<file path="config.mk">
export PLATFORM = sky130hd
export DESIGN_NAME = sklansky_pipe_subtractor
export DESIGN_NICKNAME = d
export VERILOG_FILES = /design/src/rtl/prefix_pkg.sv /design/src/rtl/sklansky_pipe_level.sv /design/src/rtl/sklansky_pipe_subtractor.sv
export SDC_FILE = /design/constraint.sdc
export NUM_CORES = 1
export LEC_CHECK = 0
export CAP_MARGIN = 20
export CORE_ASPECT_RATIO = 1.2
export CORE_MARGIN = 2
export CORE_UTILIZATION = 58
export CTS_CLUSTER_DIAMETER = 100
export DETAILED_ROUTE_END_ITERATION = 10
export HOLD_SLACK_MARGIN = 0.03
export PLACE_DENSITY = 0.89
export SLEW_MARGIN = 15
export SYNTH_ARGS = -nofsm -noshare
export SYNTH_HDL_FRONTEND = slang
export SYNTH_HIERARCHICAL = 1
export SYNTH_SLANG_ARGS = --single-unit
</file>
<file path="constraint.sdc">
create_clock -name clk -period 4.88 [get_ports clk]
set_clock_uncertainty 0.15 [all_clocks]
set_input_delay 1.22 -clock clk [delete_from_list [all_inputs] [get_ports clk]]
set_output_delay 1.22 -clock clk [all_outputs]
set_load 0.01 [all_outputs]
</file>
<file path="src/rtl/prefix_pkg.sv">
// Shared types and helpers for the pipelined parallel-prefix arithmetic blocks.
package prefix_pkg;

   // Generate/propagate pair for one bit position or one prefix group.
   typedef struct packed {
      logic g;
      logic p;
   } pg_t;

   // Carry-in folded into bit 0; a subtract computes a + ~b + 1.
   localparam logic CARRY_IN = 1'b1;

   // Number of prefix levels needed to span a word of the given width.
   function automatic int unsigned prefix_levels(input int unsigned width);
      return $clog2(width);
   endfunction

   // Combine a high group with the adjacent lower group.
   function automatic pg_t blackcell(input pg_t hi, input pg_t lo);
      pg_t r;
      r.g = hi.g | (hi.p & lo.g);
      r.p = hi.p & lo.p;
      return r;
   endfunction

endpackage

</file>
<file path="src/rtl/sklansky_pipe_level.sv">
// One Sklansky prefix level followed by its pipeline register.
// Sideband bits travel unchanged alongside the prefix vector.
module sklansky_pipe_level
   import prefix_pkg::*;
#(
   parameter int unsigned WIDTH = 32,
   parameter int unsigned LEVEL = 1,
   parameter int unsigned SB_W  = 1
) (
   input  logic                 clk,
   input  logic                 rst_n,
   input  logic                 en,
   input  logic                 in_valid,
   input  pg_t  [WIDTH-1:0]     in_pg,
   input  logic [SB_W-1:0]      in_sb,
   output logic                 out_valid,
   output pg_t  [WIDTH-1:0]     out_pg,
   output logic [SB_W-1:0]      out_sb
);

   localparam int unsigned HALF = 1 << (LEVEL - 1);

   pg_t [WIDTH-1:0] nxt_pg;

   // Upper half of each 2^LEVEL block merges with the top bit of its lower half.
   for (genvar i = 0; i < WIDTH; i++) begin : g_bit
      localparam int unsigned LO = ((i >> LEVEL) << LEVEL) + HALF - 1;
      if ((i % (2 * HALF)) >= HALF) begin : g_black
         assign nxt_pg[i] = blackcell(in_pg[i], in_pg[LO]);
      end else begin : g_pass
         assign nxt_pg[i] = in_pg[i];
      end
   end

   // Stage register; holds everything while the pipe is stalled.
   always_ff @(posedge clk) begin
      if (!rst_n) begin
         out_valid <= 1'b0;
         out_pg    <= '0;
         out_sb    <= '0;
      end else if (en) begin
         out_valid <= in_valid;
         out_pg    <= nxt_pg;
         out_sb    <= in_sb;
      end
   end

endmodule

</file>
<file path="src/rtl/sklansky_pipe_subtractor.sv">
// Pipelined a - b using a Sklansky borrow network, one register per prefix level.
// A single global enable stalls every stage together when the output is blocked.
module sklansky_pipe_subtractor
   import prefix_pkg::*;
#(
   parameter int unsigned WIDTH = 32,
   parameter int unsigned TAG_W = 4
) (
   input  logic              clk,
   input  logic              rst_n,
   input  logic              in_valid,
   output logic              in_ready,
   input  logic [WIDTH-1:0]  a,
   input  logic [WIDTH-1:0]  b,
   input  logic [TAG_W-1:0]  in_tag,
   output logic              out_valid,
   input  logic              out_ready,
   output logic [WIDTH-1:0]  diff,
   output logic              borrow,
   output logic              overflow,
   output logic              zero,
   output logic              lt_s,
   output logic [TAG_W-1:0]  out_tag
);

   localparam int unsigned N    = prefix_levels(WIDTH);
   // Sideband layout: {original p, tag, a_msb, b_msb}
   localparam int unsigned SB_W = WIDTH + TAG_W + 2;

   logic en;
   assign en       = !out_valid || out_ready;
   assign in_ready = en;

   // S0: bitwise generate/propagate against ~b, carry-in folded into bit 0.
   logic [WIDTH-1:0] p_raw;
   logic [WIDTH-1:0] g_raw;
   pg_t  [WIDTH-1:0] pg0;

   assign p_raw = a ^ ~b;
   assign g_raw = a & ~b;

   for (genvar i = 0; i < WIDTH; i++) begin : g_pg
      if (i == 0) begin : g_fold
         assign pg0[i] = pg_t'{g: g_raw[0] | (p_raw[0] & CARRY_IN), p: 1'b0};
      end else begin : g_plain
         assign pg0[i] = pg_t'{g: g_raw[i], p: p_raw[i]};
      end
   end

   logic             s0_valid;
   pg_t  [WIDTH-1:0] s0_pg;
   logic [SB_W-1:0]  s0_sb;

   // S0 register: accepts an operand pair or inserts a bubble when enabled.
   always_ff @(posedge clk) begin
      if (!rst_n) begin
         s0_valid <= 1'b0;
         s0_pg    <= '0;
         s0_sb    <= '0;
      end else if (en) begin
         s0_valid <= in_valid;
         s0_pg    <= pg0;
         s0_sb    <= {p_raw, in_tag, a[WIDTH-1], b[WIDTH-1]};
      end
   end

   // Prefix chain: element k is the output of level k, element 0 is S0.
   logic             lv_valid [N+1];
   pg_t  [WIDTH-1:0] lv_pg    [N+1];
   logic [SB_W-1:0]  lv_sb    [N+1];

   assign lv_valid[0] = s0_valid;
   assign lv_pg[0]    = s0_pg;
   assign lv_sb[0]    = s0_sb;

   for (genvar k = 1; k <= N; k++) begin : g_lvl
      sklansky_pipe_level #(
         .WIDTH (WIDTH),
         .LEVEL (k),
         .SB_W  (SB_W)
      ) u_level (
         .clk       (clk),
         .rst_n     (rst_n),
         .en        (en),
         .in_valid  (lv_valid[k-1]),
         .in_pg     (lv_pg[k-1]),
         .in_sb     (lv_sb[k-1]),
         .out_valid (lv_valid[k]),
         .out_pg    (lv_pg[k]),
         .out_sb    (lv_sb[k])
      );
   end

   // SN+1: carries into each bit, difference and flags.
   logic [WIDTH-1:0] g_vec;
   logic [WIDTH-1:0] p_vec;
   logic [WIDTH-1:0] p_orig;
   logic [TAG_W-1:0] tag_n;
   logic             a_msb;
   logic             b_msb;
   logic [WIDTH-1:0] diff_c;
   logic             borrow_c;
   logic             ovf_c;
   logic             unused_group_p;

   for (genvar i = 0; i < WIDTH; i++) begin : g_unpack
      assign g_vec[i] = lv_pg[N][i].g;
      assign p_vec[i] = lv_pg[N][i].p;
   end

   // Group propagates of the last level are not needed once carries are known.
   assign unused_group_p = ^p_vec;

   assign p_orig   = lv_sb[N][SB_W-1 -: WIDTH];
   assign tag_n    = lv_sb[N][TAG_W+1:2];
   assign a_msb    = lv_sb[N][1];
   assign b_msb    = lv_sb[N][0];

   assign diff_c   = p_orig ^ {g_vec[WIDTH-2:0], CARRY_IN};
   assign borrow_c = ~g_vec[WIDTH-1];
   assign ovf_c    = (a_msb != b_msb) && (diff_c[WIDTH-1] != a_msb);

   // Output register; stable while the consumer holds off.
   always_ff @(posedge clk) begin
      if (!rst_n) begin
         out_valid <= 1'b0;
         diff      <= '0;
         borrow    <= 1'b0;
         overflow  <= 1'b0;
         zero      <= 1'b0;
         lt_s      <= 1'b0;
         out_tag   <= '0;
      end else if (en) begin
         out_valid <= lv_valid[N];
         diff      <= diff_c;
         borrow    <= borrow_c;
         overflow  <= ovf_c;
         zero      <= ~|diff_c;
         lt_s      <= diff_c[WIDTH-1] ^ ovf_c;
         out_tag   <= tag_n;
      end
   end

endmodule

</file>
==> impl_metrics.yaml <==
clock_network:
  clock-sinks: 565
  cts_tree: "yes"
  path_clk_slew_ps: 60
  root_buffer: "clkbuf_16"
  postCtsHoldBufs: 0
  ctsHtreeMaxLevel: 2
  cts.repair.resized: 0
  worstSkewPairLatency_ps: 570
  clk_path_buf_depth: 3
  numCtsBuffers: 50
  post_cts_buffers: 0
logic_synthesis:
  netlist_area_um2: 22500
  synth_area_per_cell_um2: 10.3
  yosys_warnings: 6
  syn_nets: 2294
  syn_inst: 2190
worst_hold_path:
  min-delay-path-class: "register to register"
routing:
  drc: 0
  wl_per_cell_um: 15.6
  via_per_inst: 5.46
  ant_nets: 0
  drt-initial-drc-count: 1082
  drt_first_pass_iters: 5
  routed_wl_um: 42300
  num_vias: 14800
die:
  die_w_um: 184
  start_util_pct: 58.4
  fp-row-count: 79
  die_area_um2: 40400
  coreArea_um2: 38500
  die_h_um: 220
  ios: 114
timing:
  holdWs_ps: 301
  worst_pin_slew_ps: 1020
  period_needed_ps: 4010
  finalSetupTns_ps: 0
  final-hold-violation-count: 0
  relSlewSlack_pct: 31.7
  rsz0062_at_grt: "false"
  min_period_over_period_pct: 82.2
  setup_viol_count_final: 0
  clock.fmax_mhz: 249
  drv_slew: 0
worst_setup_path:
  crit_arrival_ps: 2640
  crit_top_cell: "clkdlybuf4s50_1"
  cp.required_ps: 3510
  path_cells: "clkdlybuf4s50_1, nor2b_4, inv_8, clkdlybuf4s50_1"
  cp_top_family: "buffers and inverters"
  cpPeakStageDelay_ps: 610
  startpoint_type: "input pin"
  critPathKind: "input pin to primary output"
  path_buf_inv: 3
  path_max_fanout: 36
  cp_slowest_cell: "clkdlybuf4s50_1"
  critPathCaptureType: "primary output"
grt:
  grt_max_degree: 185
  grt_pass1_vias: 13900
  grt_pass1_wl_um: 68800
  grtUsageTotal_pct: 20.6
  antenna_found_initial: 0
  overflow: 0
pwr:
  power_density_nw_per_um2: 365
  intPower_uw: 7120
  p_comb_share_pct: 4.4
  switchingPower_uw: 1890
  p_leak_uw: 0.0118
  pwr-share-seq_pct: 53.5
  pwr-share-clk_pct: 42.1
  switching_share_pct: 20.9
  ir_drop_v: 0.000237
finish:
  final_net_count: 2293
  syn_to_final_growth_pct: 9.63
  stdcell_count: 2706
  antenna_cells: 0
  layout-drive-gt1-share_pct: 3.92
  final_util_pct: 64.0
place:
  gp_congestion: 0.756
  numPlacedInstances: 2623
  dp_hpwl_um: 26900
  numPortBuffers: 113
flow_run:
  maxCapViolations: 0
outcome:
  status: "completed"
routing by layer:
layer / track usage [%] / wire [um] / up-vias
met5: 0 / 0 / -
met4: 6.59 / 1070 / 0
met3: 3.22 / 1570 / 67
met2: 35.0 / 20200 / 261
met1: 26.9 / 19500 / 7021
li1: - / - / 7422
cells in the final DEF, fill, tap and decap left out, types with 2 or more instances in the layout:
cell             instances
inv_1                   33
nor2b_1                324
xnor2_1                 30
nand2_1                234
nand3_1                  2
dfxtp_1                565
clkinv_2                 2
clkbuf_16               51
clkdlybuf4s50_1        112
mux2i_1                324
clkbuf_1                13
buf_4                    7
o21ai_1                 43
clkbuf_8                15
ha_1                    32
a21boi_1                42
a21boi_0                33
buf_12                   6
o211a_1                 35
nand3b_1                50
a21oi_1                161
o21ai_0                 38
nand4_1                 56
state kept, by name, indices dropped and copies added, names as in the netlist:
signal,flops
lv_pg,33
s0_sb,37
lt_s,1
borrow,1
out_tag,4
diff,32
zero,1
overflow,1
g_lvl.u_level/out_valid,5
g_lvl.u_level/out_pg,258
g_lvl.u_level/out_sb,190
s0_valid,1
out_valid,1
layout make-up:
class,count,area (um2)
inverters,34,135
fillers,2836,13900
multi-input cells,1412,9740
flip-flops and latches,565,11300
clock buffers,79,1530
well taps,486,608
repair buffers,126,1310
clock inverters,4,48.8
power groups by stage:
stage | Combinational (uW) | Clock (uW) | Sequential, uW
CTS | 398 | 3860 | 4820
floorplan | 276 | 0 | 4880
detailed placement | 391 | 0 | 4920
global route | 440 | 4040 | 4830
finish | 397 | 3800 | 4820
global placement | 379 | 0 | 4910
worst min-delay path, stage by stage (launching register included):
cell and delay [ps]:
dfxtp_1 310, nand2_1 50, a21boi_1 50
stage by stage:
stage | worst slack [ps] | area [um2] | power, uW
6_report | 871 | 24700 | 9010
3_5_place_dp | 865 | 23100 | 5310
4_1_cts | 865 | 24700 | 9070
3_3_place_gp | 904 | 23100 | 5290
2_1_floorplan | 1690 | 22500 | 5160
5_1_grt | 827 | 24700 | 9310
path summary, 6_finish.rpt:
| path | startpoint | endpoint | slack, ps | depth (start not counted) |
|---|---|---|---|---|
| worst max-delay path | out_ready | in_ready | 870 | 4 |
| worst min-delay path | lv_pg[323] | lv_pg[323] | 300 | 2 |
| worst max register to register | out_valid | g_lvl[3].u_level/out_pg[39] | 2700 | 5 |
| worst min register to register | lv_pg[323] | lv_pg[323] | 300 | 2 |
Power figures use the tool's default switching activity.
==> patch 1 (same flow settings) <==
`TAG_W`: 4 -> 3.
--- a/src/rtl/sklansky_pipe_subtractor.sv
+++ b/src/rtl/sklansky_pipe_subtractor.sv
@@ -4,7 +4,7 @@
    import prefix_pkg::*;
 #(
    parameter int unsigned WIDTH = 32,
-   parameter int unsigned TAG_W = 4
+   parameter int unsigned TAG_W = 3
 ) (
    input  logic              clk,
    input  logic              rst_n,
Ports: changed (resized in_tag and out_tag); port bits go from 114 to 112. No check against the original RTL was run, so the function may have changed too.
==> patch 1 against the unedited design <==
Count of clock-buffer cells in the layout shrank 6; final cell count shrank 0.74%; setup slack worse by 0.079 ns; total power about the same; routed wire length fell by 0.59%; cell area up 0.41%; non-clock buffer count unchanged; synthesized area is 0.27% higher; largest power group unchanged; sequential cell count shrank 7; synthesized cell count decreased by 1.1%; critical path type unchanged.
==> patch 1: results (changes against the unedited design) <==
Placement
  – HPWL Detailed: 26,950 um (+0.27%)
  – Routability cong.: 0.7641 (+1.0%)
  – Place WS: 0.7871 ns (-0.07761 ns)
  – Placed Instance Area: 23,180 um2 (+0.32%)
  – Placed insts: 2,600 (-0.88%)
  – I/O Buffers: 111 (-1.8%)

GRT
  – Vias in the first global route: 13,940 (+0.27%)
  – GRT Overall Usage: 20.59% (about the same)
  – Initial antenna violation count: 0 (unchanged)
  – First-pass GRT wire length: 69,150 um (+0.46%)
  – Largest net degree at the start of global routing: 199 (+7.6%)

Route
  – Initial DRC Count: 1,035 (-4.3%)
  – Drt pass-1 iters: 5 (unchanged)
  – Final wirelength: 42,030 um (-0.59%)
  – Via-to-Cell Ratio: 5.427 (-0.57%)

Worst setup path
  – Reg2Reg Capture Point: g_lvl[5].u_level/out_sb[30]$_SDFFE_PN0P_
  – Setup crit start: out_ready
  – Crit path capture type: output port
  – Critical Path Sink: in_ready
  – Max FO, Critical Path: 45 (+25%)
  – R2R cell count: 6 (+1)
  – Delay of the slowest critical-path stage: 0.61 ns (about the same)
  – R2R Setup Slk: 2.11 ns (-0.59 ns)
  – Reg2reg start: out_valid$_SDFFE_PN0P_
  – Worst Path Arrival: 2.72 ns (+0.08 ns)
  – CP max stage cell: clkdlybuf4s50_1

Pwr
  – VDD IR-drop max: 0.2786 mV (+17%)
  – Leak Pwr: 11.73 nW (-0.65%)

Clocking
  – H-tree levels: 2 (unchanged)
  – Clock transition at path regs: 0.07 ns
  – CTS Buffer Depth: 3 (unchanged)
  – CTS resizes: 0 (unchanged)
  – Root Driver: clkbuf_16
  – Worst-Skew Late Latency: 0.57 ns (about the same)
  – Post-CTS Setup Inserts: 0 (unchanged)
  – Clock buffer count from CTS: 49 (-2.0%)

Layout
  – Non-filler instance count after layout: 2,686 (-0.74%)
  – Fillers: 2,882 (+1.6%)
  – P&R area growth vs syn: 9.781%
  – Regs by FF count: g_lvl.u_level/out_pg: 258 flops, g_lvl.u_level/out_sb: 185 flops, s0_sb: 36 flops
  – Ant diodes: 0 (unchanged)
  – Layout cell share with drive strength beyond 1: 8.136% (+4.2 points)
  – Net count, final: 2,268 (-1.1%)

Logic synthesis
  – Gate Count Post-Synth: 2,166 (-1.1%)
  – YS warnings: 6 (unchanged)

Hold path
  – Hold depth: 2 (unchanged)
  – Hold Crit Class: register to register

Timing
  – Final period utilization: 83.77% (+1.6 points)
  – Worst Tran Pin Value: 1.182 ns (+0.1594 ns)

Run status
  – Status: completed
-- patch 1: worst max-delay path: cells and delay by family --
family | cells | cell delay (ns)
and+or+nand+nor | 1 | 0.08
buffers and inverters | 3 | 1.41
-- patch 1: power by group --
group | leakage, nW | internal, mW | switching (mW)
clock network | 0.791 | 2.22 | 1.62
registers | 4.53 | 4.67 | 0.0964
logic | 6.41 | 0.212 | 0.188
total | 11.7 | 7.10 | 1.91
-- patch 1: per-layer routing --
| metal | GRT usage (%) | wire length, um |
|---|---|---|
| met1 | 28.28 | 20060 |
| met2 | 34.63 | 19880 |
| met4 | 5.280 | 760 |
| met3 | 2.469 | 1328 |
| met5 | 0 | 0 |
-- patch 1: area by class of cell --
| type | count | area share [%] |
|---|---|---|
| inverters | 34 | 0.5452 |
| flip-flops and latches | 558 | 45.07 |
| repair buffers | 126 | 5.260 |
| clock inverters | 13 | 0.7723 |
| multi-input cells | 1396 | 40.19 |
| clock buffers | 73 | 5.714 |
| well taps | 486 | 2.453 |
-- patch 1: worst min-delay path by stage --
stage / from / to / slack (ns)
finish: out_tag[0]$_SDFFE_PN0P_ / out_tag[0]$_SDFFE_PN0P_ / 0.32
global route: lv_pg[355]$_SDFFE_PN0P_ / lv_pg[355]$_SDFFE_PN0P_ / 0.33
CTS: lv_pg[355]$_SDFFE_PN0P_ / lv_pg[355]$_SDFFE_PN0P_ / 0.32
detailed placement: s0_sb[2]$_SDFFE_PN0P_ / s0_sb[2]$_SDFFE_PN0P_ / 0.31
global placement: out_tag[0]$_SDFFE_PN0P_ / out_tag[0]$_SDFFE_PN0P_ / 0.30
floorplan: g_lvl[5].u_level/out_valid$_SDFFE_PN0P_ / out_valid$_SDFFE_PN0P_ / 0.29
==> patch 2 (same flow settings) <==
Made on the original files. Put one more register stage on the output `overflow`, with the module's reset. The value now appears one clock later. The other outputs are not delayed to match.
--- a/src/rtl/sklansky_pipe_subtractor.sv
+++ b/src/rtl/sklansky_pipe_subtractor.sv
@@ -26,6 +26,8 @@
    localparam int unsigned N    = prefix_levels(WIDTH);
    // Sideband layout: {original p, tag, a_msb, b_msb}
    localparam int unsigned SB_W = WIDTH + TAG_W + 2;
+
+   logic overflow_s0;
 
    logic en;
    assign en       = !out_valid || out_ready;
@@ -126,7 +128,7 @@
          out_valid <= 1'b0;
          diff      <= '0;
          borrow    <= 1'b0;
-         overflow  <= 1'b0;
+         overflow_s0 <= 1'b0;
          zero      <= 1'b0;
          lt_s      <= 1'b0;
          out_tag   <= '0;
@@ -134,12 +136,20 @@
          out_valid <= lv_valid[N];
          diff      <= diff_c;
          borrow    <= borrow_c;
-         overflow  <= ovf_c;
+         overflow_s0 <= ovf_c;
          zero      <= ~|diff_c;
          lt_s      <= diff_c[WIDTH-1] ^ ovf_c;
          out_tag   <= tag_n;
       end
    end
 
+   always_ff @(posedge clk) begin
+      if (!rst_n) begin
+         overflow <= '0;
+      end else begin
+         overflow <= overflow_s0;
+      end
+   end
+
 endmodule
 
Formal check against the unedited RTL: no difference found for any inputs over 4 cycles, from zero or initial values and one cycle with rst_n low; that may be too few to reach the edited logic, so the function may still have changed.
==> patch 2 against the unedited design <==
Via count down 0.64%; cell area up 0.85%; sequential cell count up 1; total power up 4.0%; routed wire length down 1.8%; register-to-register slack worse by 0.22 ns; final cell count up 0.44%; sequential power about the same; setup slack worse by 0.022 ns; global-route usage down 0.17 points; synthesized area up 0.11%.
==> patch 2: results (changes against the unedited design) <==
Pwr
  – Sw frac: 20.95% (about the same)
  – Leak Pwr: 11.90 nW (+0.83%)
  – VDD IR-drop max: 0.2786 mV (+17%)

Placement
  – Routability cong.: 0.7356 (-2.7%)
  – Placed Instance Area: 23,100 um2 (about the same)
  – HPWL Detailed: 26,360 um (-1.9%)
  – I/O Buffers: 113 (unchanged)

Route
  – Avg WL per Cell: 15.27 um (-2.3%)
  – Via-to-Cell Ratio: 5.400 (-1.1%)
  – Drt pass-1 iters: 5 (unchanged)
  – Initial DRC Count: 1,161 (+7.3%)

Worst setup path
  – Reg2Reg Capture Point: zero$_SDFFE_PN0P_
  – Reg2reg start: g_lvl[5].u_level/out_pg[29]$_SDFFE_PN0P_
  – Max FO, Critical Path: 35 (-2.8%)
  – Worst Path Arrival: 2.66 ns (+0.02 ns)
  – Critical Path Sink: in_ready
  – R2R Setup Slk: 2.48 ns (-0.22 ns)

Layout
  – Layout cell share with drive strength beyond 1: 4.615% (+0.70 points)
  – Ant diodes: 0 (unchanged)

Clocking
  – Clock buffer count from CTS: 51 (+2.0%)
  – H-tree levels: 2 (unchanged)
  – Root Driver: clkbuf_16
  – Post-CTS Setup Inserts: 0 (unchanged)

Timing
  – Worst Tran Pin Value: 1.181 ns (+0.1582 ns)

GRT
  – Largest net degree at the start of global routing: 224 (+21%)
  – Vias in the first global route: 13,930 (+0.22%)
  – First-pass GRT wire length: 68,570 um (-0.38%)
  – GRT Overall Usage: 20.41% (-0.17 points)

Run status
  – Status: completed

Hold path
  – Hold depth: 2 (unchanged)
  – Hold Crit Class: register to register

Logic synthesis
  – Synthesized Nets: 2,296 (+0.087%)
-- patch 2: cell types whose count changed in the layout (fill, tap and decap cells not counted), sizes merged --
cell | unedited run | this run
dfxtp | 565 | 566
clkinvlp | 0 | 4
and2 | 0 | 1
clkinv | 2 | 13
bufinv | 1 | 6
buf | 14 | 12
clkbuf | 79 | 71
-- patch 2: worst min path at each step --
| stage | from | endpoint | slack [ns] |
|---|---|---|---|
| after floorplan | s0_sb[0]$_SDFFE_PN0P_ | s0_sb[0]$_SDFFE_PN0P_ | 0.28 |
| after global placement | lv_pg[355]$_SDFFE_PN0P_ | lv_pg[355]$_SDFFE_PN0P_ | 0.29 |
| after detailed placement | s0_sb[4]$_SDFFE_PN0P_ | s0_sb[4]$_SDFFE_PN0P_ | 0.30 |
| after CTS | lv_pg[339]$_SDFFE_PN0P_ | lv_pg[339]$_SDFFE_PN0P_ | 0.31 |
| after global routing | lv_pg[323]$_SDFFE_PN0P_ | lv_pg[323]$_SDFFE_PN0P_ | 0.32 |
| final | s0_sb[5]$_SDFFE_PN0P_ | s0_sb[5]$_SDFFE_PN0P_ | 0.30 |
-- patch 2: cell type report --
class	instances	area [um2]
well taps	486	608.1
repair buffers	124	1285
fillers	2836	13650
clock buffers	71	1493
multi-input cells	1413	9748
inverters	34	135.1
flip-flops and latches	566	11330
clock inverters	24	295.3
-- patch 2: layer usage --
metal	share of wire, %	vias to the layer above	GRT usage (%)
li1	-	7423	-
met1	45	6918	27.17
met2	47	266	33.89
met3	4.4	69	3.123
met4	2.9	0	7.013
met5	0	-	0
-- patch 2: through the flow --
step / setup WS (ns) / cells
3_3_place_gp: 0.8719 / 2623
6_report: 0.8487 / 2718
3_5_place_dp: 0.8622 / 2623
4_1_cts: 0.8577 / 2718
2_1_floorplan: 1.731 / 2192
5_1_grt: 0.8172 / 2718
-- patch 2: critical path: stages --
cell	delay, ns
clkdlybuf4s50_1	0.52
nor2b_4	0.07
inv_8	0.22
clkdlybuf4s50_1	0.61
-- patch 2: power by group through the flow --
stage	Clock (mW)	Sequential, mW	Combinational, mW
floorplan	0	4.89	0.276
global placement	0	4.92	0.375
detailed placement	0	4.93	0.388
CTS	4.22	4.82	0.395
global route	4.40	4.83	0.441
finish	4.15	4.82	0.394
